File: src/rtl/sd_pkg.sv
// rtl/sd_pkg.sv - shared SD SPI-mode constants, state encoding and CRC7 step
// Used by both the card model and the init host so command indices,
// R1 bit positions and the CRC7 polynomial are defined in one place.
package sd_pkg;

  localparam logic [5:0] CMD0  = 6'd0;
  localparam logic [5:0] CMD8  = 6'd8;
  localparam logic [5:0] CMD41 = 6'd41;
  localparam logic [5:0] CMD55 = 6'd55;

  localparam int R1_IDLE    = 0;
  localparam int R1_ILLEGAL = 2;
  localparam int R1_CRC     = 3;

  localparam int FRAME_LEN = 48;
  localparam int R1_LEN    = 8;
  localparam int R7_LEN    = 40;

  // x^7 + x^3 + 1, with the x^7 term implied by the shift-out
  localparam logic [6:0] CRC7_POLY = 7'h09;

  typedef enum logic [2:0] {
    ST_HUNT,
    ST_RECV,
    ST_CHECK,
    ST_WAIT_NCR,
    ST_SEND
  } sd_state_t;

  function automatic logic [6:0] crc7_step(input logic [6:0] crc, input logic bit_in);
    logic fb;
    fb = crc[6] ^ bit_in;
    return {crc[5:0], 1'b0} ^ (fb ? CRC7_POLY : 7'h00);
  endfunction

endpackage

File: src/rtl/sd_crc7.sv
// rtl/sd_crc7.sv - serial CRC7 accumulator, one message bit per enabled cycle
// Ports: clk, res_n (async active-low), clear (sync zero, wins over enable),
//        enable (fold bit_in into crc), bit_in, crc[6:0] (running remainder).
module sd_crc7
  import sd_pkg::*;
(
  input  logic       clk,
  input  logic       res_n,
  input  logic       clear,
  input  logic       enable,
  input  logic       bit_in,
  output logic [6:0] crc
);

  always_ff @(posedge clk or negedge res_n) begin
    if (!res_n) begin
      crc <= '0;
    end else if (clear) begin
      crc <= '0;
    end else if (enable) begin
      crc <= crc7_step(crc, bit_in);
    end
  end

endmodule

File: src/rtl/sd_spi_responder.sv
// rtl/sd_spi_responder.sv - SD card SPI-mode init responder (CMD0/8/55/ACMD41)
// Ports: clk (also SPI bit clock), res_n (async active-low), sd_cs (active low),
//        MOSI_bit (command in, MSB first), MISO_bit (response out, idles 1),
//        card_idle (R1 idle bit), cmd_valid (accept pulse), cmd_index, cmd_arg.
module sd_spi_responder
  import sd_pkg::*;
#(
  parameter int NCR_BYTES      = 1,
  parameter int ACMD41_RETRIES = 2,
  parameter bit CRC_CHECK      = 1'b1
) (
  input  logic        clk,
  input  logic        res_n,
  input  logic        sd_cs,
  input  logic        MOSI_bit,
  output logic        MISO_bit,
  output logic        card_idle,
  output logic        cmd_valid,
  output logic [5:0]  cmd_index,
  output logic [31:0] cmd_arg
);

  sd_state_t   state, next_state;
  logic [46:0] frame;      // bits 46..0; bit 47 is always the 0 start bit
  logic [5:0]  bit_cnt;
  logic [5:0]  ncr_cnt;
  logic [5:0]  send_cnt;
  logic [39:0] resp;       // MSB-aligned, shifted out from bit 39
  logic        app_flag;
  logic [7:0]  acmd_cnt;
  logic [6:0]  crc;

  logic        frame_ok, crc_bad, long_resp;
  logic [5:0]  idx;
  logic [7:0]  r1;
  logic [39:0] resp_next;
  logic        idle_next, app_next;
  logic [7:0]  acmd_next;

  // Leading start bit 0 leaves a cleared CRC at 0, so folding only 46..8 suffices.
  sd_crc7 u_crc7 (
    .clk    (clk),
    .res_n  (res_n),
    .clear  (state == ST_HUNT),
    .enable (state == ST_RECV && bit_cnt >= 6'd8),
    .bit_in (MOSI_bit),
    .crc    (crc)
  );

  assign idx      = frame[45:40];
  assign frame_ok = frame[46] & frame[0];
  assign crc_bad  = CRC_CHECK && (idx == CMD0 || idx == CMD8) && (crc != frame[7:1]);

  always_ff @(posedge clk or negedge res_n) begin
    if (!res_n) state <= ST_HUNT;
    else        state <= next_state;
  end

  always_comb begin
    next_state = state;
    case (state)
      ST_HUNT:     if (!MOSI_bit) next_state = ST_RECV;
      ST_RECV:     if (bit_cnt == 6'd0) next_state = ST_CHECK;
      ST_CHECK:    next_state = frame_ok ? ST_WAIT_NCR : ST_HUNT;
      ST_WAIT_NCR: if (ncr_cnt == 6'd0) next_state = ST_SEND;
      ST_SEND:     if (send_cnt == 6'd0) next_state = ST_HUNT;
      default:     next_state = ST_HUNT;
    endcase
    if (sd_cs) next_state = ST_HUNT;
  end

  // Response and card-state update decided in CHECK; r1 starts from idle-before-update.
  always_comb begin
    r1          = 8'h00;
    r1[R1_IDLE] = card_idle;
    long_resp   = 1'b0;
    idle_next   = card_idle;
    acmd_next   = acmd_cnt;
    app_next    = 1'b0;
    if (crc_bad) begin
      r1[R1_CRC] = 1'b1;
      app_next   = app_flag;
    end else begin
      case (idx)
        CMD0: begin
          idle_next = 1'b1;
          acmd_next = 8'd0;
          r1        = 8'h01;
        end
        CMD8:  long_resp = 1'b1;
        CMD55: app_next  = 1'b1;
        CMD41: begin
          if (!app_flag) begin
            r1[R1_ILLEGAL] = 1'b1;
          end else if (int'(acmd_cnt) < ACMD41_RETRIES) begin
            acmd_next = acmd_cnt + 8'd1;
            r1        = 8'h01;
          end else begin
            idle_next = 1'b0;
            r1        = 8'h00;
          end
        end
        default: r1[R1_ILLEGAL] = 1'b1;
      endcase
    end
    resp_next = long_resp ? {r1, 20'h00000, frame[19:8]} : {r1, 32'h0};
  end

  always_ff @(posedge clk or negedge res_n) begin
    if (!res_n) begin
      frame     <= '0;
      bit_cnt   <= '0;
      ncr_cnt   <= '0;
      send_cnt  <= '0;
      resp      <= '0;
      app_flag  <= 1'b0;
      acmd_cnt  <= '0;
      MISO_bit  <= 1'b1;
      card_idle <= 1'b1;
      cmd_valid <= 1'b0;
      cmd_index <= '0;
      cmd_arg   <= '0;
    end else begin
      cmd_valid <= 1'b0;
      if (sd_cs) begin
        MISO_bit <= 1'b1;
      end else begin
        case (state)
          ST_HUNT: begin
            bit_cnt  <= 6'(FRAME_LEN - 2);
            MISO_bit <= 1'b1;
          end
          ST_RECV: begin
            frame   <= {frame[45:0], MOSI_bit};
            bit_cnt <= bit_cnt - 6'd1;
          end
          ST_CHECK: begin
            if (frame_ok) begin
              resp     <= resp_next;
              send_cnt <= long_resp ? 6'(R7_LEN - 1) : 6'(R1_LEN - 1);
              ncr_cnt  <= 6'(8 * NCR_BYTES - 1);
              if (!crc_bad) begin
                cmd_valid <= 1'b1;
                cmd_index <= idx;
                cmd_arg   <= frame[39:8];
                card_idle <= idle_next;
                acmd_cnt  <= acmd_next;
                app_flag  <= app_next;
              end
            end
          end
          ST_WAIT_NCR: begin
            if (ncr_cnt == 6'd0) begin
              MISO_bit <= resp[39];
              resp     <= {resp[38:0], 1'b0};
            end else begin
              ncr_cnt <= ncr_cnt - 6'd1;
            end
          end
          ST_SEND: begin
            if (send_cnt == 6'd0) begin
              MISO_bit <= 1'b1;
            end else begin
              MISO_bit <= resp[39];
              resp     <= {resp[38:0], 1'b0};
              send_cnt <= send_cnt - 6'd1;
            end
          end
          default: MISO_bit <= 1'b1;
        endcase
      end
    end
  end

endmodule
File: config.mk
export PLATFORM = sky130hd
export DESIGN_NAME = sd_spi_responder
export DESIGN_NICKNAME = d
export VERILOG_FILES = /design/src/rtl/sd_pkg.sv /design/src/rtl/sd_crc7.sv /design/src/rtl/sd_spi_responder.sv
export SDC_FILE = /design/constraint.sdc
export NUM_CORES = 1
export LEC_CHECK = 0
export BUFFER_PORTS_ARGS = -buffer_cell sky130_fd_sc_hd__buf_2
export CORE_UTILIZATION = 26
export DETAILED_ROUTE_END_ITERATION = 12
export PLACE_DENSITY = 0.51
export SYNTH_ARGS = -nofsm -noshare
export SYNTH_HDL_FRONTEND = slang
export SYNTH_SLANG_ARGS = --single-unit
File: constraint.sdc
create_clock -name clk -period 2.48 [get_ports clk]
set_input_delay 0.496 -clock clk [delete_from_list [all_inputs] [get_ports clk]]
set_output_delay 0.496 -clock clk [all_outputs]
set_load 0.02 [all_outputs]
==> out/summary.txt <==
Ys Warns: 0
most frequent cells in the layout: dfrtp_1 (163), nand2_1 (71), mux2_2 (48)
antenna violations before repair: 0
DP HPWL: 9210 um
Hold Crit Depth: 2
Worst EP required: 2.79 ns
final clock skew: 0.00950 ns
Switching Fraction: 30.7%
Top FF cell, synth: dfrtp_1
Iter 0 DRT Violations: 174
CTS tree: built
syn_nets: 616
final wirelength: 14000 um
peak supply drop: 476 uV
Arrival @ worst endpoint: 2.62 ns
share of power burned in registers: 46.7%
Diodes inserted: 0
clk sinks: 165
share of layout cells above drive strength 1: 30.3%
Die Area: 28800 um2
H-Tree Depth: 4
r2r worst-path depth: 5
sum of negative setup slack: 0 ns
Hold Path Sink: frame[0]
Clk Latency, worst-skew pair: 0.43 ns
TritonCTS buffer count: 17
Area Growth Syn to Fin: 19.5%
uppermost layer routed: met4
drt first pass iters: 4
pin slew with the least headroom to its limit: 0.530 ns
largest net degree at the start of global routing: 62
register area share after synthesis: 56.6%
MaxCap Viol Count: 0
met2 routed wirelength: 6290 um
# port buffers: 44
ys async rst share: 100%
max frequency: 432 MHz
GRT Total Usage: 10.5%
Pint: 5.46 mW
Netlist Area Pre-Place: 7300 um2
Post-CTS Resized: 0
Unique masters post-synth: 60
Residual DRC: 0
die height: 170 um
Final Hold Vio Count: 0
Leakage: 4.05 nW
Max FO, Critical Path: 7
Finished Core Util: 32.0%
Clock Path Buffers: 2
vias in the first global route: 4634
root buffer cell: clkbuf_16
placed cells: 1015
vias: 4547
setup violators final: 0
Chip Width: 170 um
Startpoint Class: flip-flop
Final Power: 7.88 mW
Worst-path clk slew: 0.07 ns
hold path startpoint: MOSI_bit
IO Pins: 45
Initial Utilization: 26.8%
status: complete, no violations
PwrDens: 903 nW/um2
Clock power frac: 34.7%
post-route ant nets: 0
final worst-path cycle share: 93.3%
Rows: 60
Hold Crit Class: in2reg
WL met3: 631 um
combinational share of power: 18.6%
first-pass GRT wire length: 24200 um
CP Capture Type: flip-flop
register area: 4130 um2
vias per std cell: 4.34
Avg Cell Area, Syn: 12.1 um2
most common cell after layout, fill and taps aside: dfrtp_1
Post-synth EDFFs: 0
Post-layout nets: 674
core area: 27300 um2
Synth Instances: 605
critical setup path kind: reg2reg
fin. max-slew vios: 0
Slew HR: 64.6%
total grt overflow: 0
Tmin final: 2.31 ns
routed len/inst: 13.4 um
FF+latch count, synth: 165
multi-input logic area: 2950 um2
reg2reg end: acmd_cnt[0]
final std cells w/o fill: 1048
RSZ-0062 raised after global routing: false
NetSw: 2.42 mW
RR Startpoint: frame[41]
met1 wire length: 6990 um
register-to-register setup slack: 0.17 ns
routability cong.: 0.753
Fillers: 2753
==> cell type report <==
cell class,count,share of cell area (%)
tap,372,5.33
clock inverter,14,2.09
timing repair buffer,71,5.95
sequential,165,47.3
inverter,14,0.602
clock buffer,18,4.92
multi-input combinational,394,33.8
==> per-layer routing <==
layer  GRT usage (%)  vias to the layer above
li1                -                     2237
met1            14.3                     2246
met2            15.8                       57
met3            3.61                        7
met4            2.82                        0
met5               0                        -
==> kinds of logic after synthesis <==
| logic type | Yosys count | share of synthesized area, % |
|---|---|---|
| compound gates | 110 | 9.64 |
| fa+ha+maj | 7 | 1.20 |
| flops | 165 | 56.6 |
| buf+inv | 46 | 3.32 |
| xor+xnor | 14 | 1.68 |
| mux | 90 | 15.9 |
| simple gates | 173 | 11.7 |
==> synthesized netlist by cell type, types with 4 or more instances <==
cell / instances / area, um2
inv_1: 14 / 52.6
dfrtp_1: 163 / 4080
a41oi_1: 4 / 35.0
nand3_1: 23 / 115
o21ai_0: 31 / 155
nor2b_1: 11 / 68.8
buf_6: 8 / 90.1
nor2_1: 25 / 93.8
ha_1: 7 / 87.6
o21ai_1: 9 / 45.0
clkbuf_1: 13 / 48.8
mux2_4: 40 / 601
buf_2: 8 / 40.0
nor3_1: 10 / 50.1
or3_1: 4 / 25.0
a22o_1: 7 / 61.3
mux2_2: 48 / 541
a21oi_1: 33 / 165
nand2_1: 71 / 267
xor2_1: 14 / 123
==> power by group through the flow <==
stage               sequential [mW]  clock [mW]  combinational, mW
floorplan                      3.59           0               1.14
global placement               3.72           0               1.47
detailed placement             3.72           0               1.49
CTS                            3.68        2.81               1.50
global route                   3.77        2.92               1.69
finish                         3.68        2.73               1.47
==> worst max-delay path, cell delays in order, from the launching register on <==
cell and delay [ns]:
dfrtp_1 0.41, or3_1 0.45, or2_2 0.37, o31ai_4 0.37
and3_1 0.27, mux2_1 0.33
==> registers in the layout, summed over array words and instances (netlist names), 7 cells and up <==
name	flops
resp	40
acmd_cnt	8
cmd_arg	32
u_crc7.crc	7
frame	47
==> through the flow <==
stage          hold slack [ns]  setup slack (ns)  cell area, um2
2_1_floorplan            0.200             0.210            7300
5_1_grt                  0.382            0.0838            8730
3_5_place_dp             0.409             0.174            8100
4_1_cts                  0.376             0.154            8730
6_report                 0.377             0.167            8730
3_3_place_gp             0.413             0.197            8100
==> worst max path at each step <==
| stage | startpoint | to | cells past startpoint |
|---|---|---|---|
| 3_3_place_gp | sd_cs | acmd_cnt[2] | 5 |
| 5_1_grt | frame[41] | acmd_cnt[0] | 5 |
| 3_5_place_dp | frame[41] | acmd_cnt[0] | 5 |
| 2_1_floorplan | sd_cs | app_flag | 7 |
| 4_1_cts | frame[41] | acmd_cnt[0] | 5 |
| 6_report | frame[41] | acmd_cnt[0] | 5 |
==> repair_timing <==
action,in CTS,in global routing
hold buffers,1,0
endpoints found under the hold margin,28,0
buffers inserted,0,0
No activity file was read; power rests on OpenSTA's default activity.
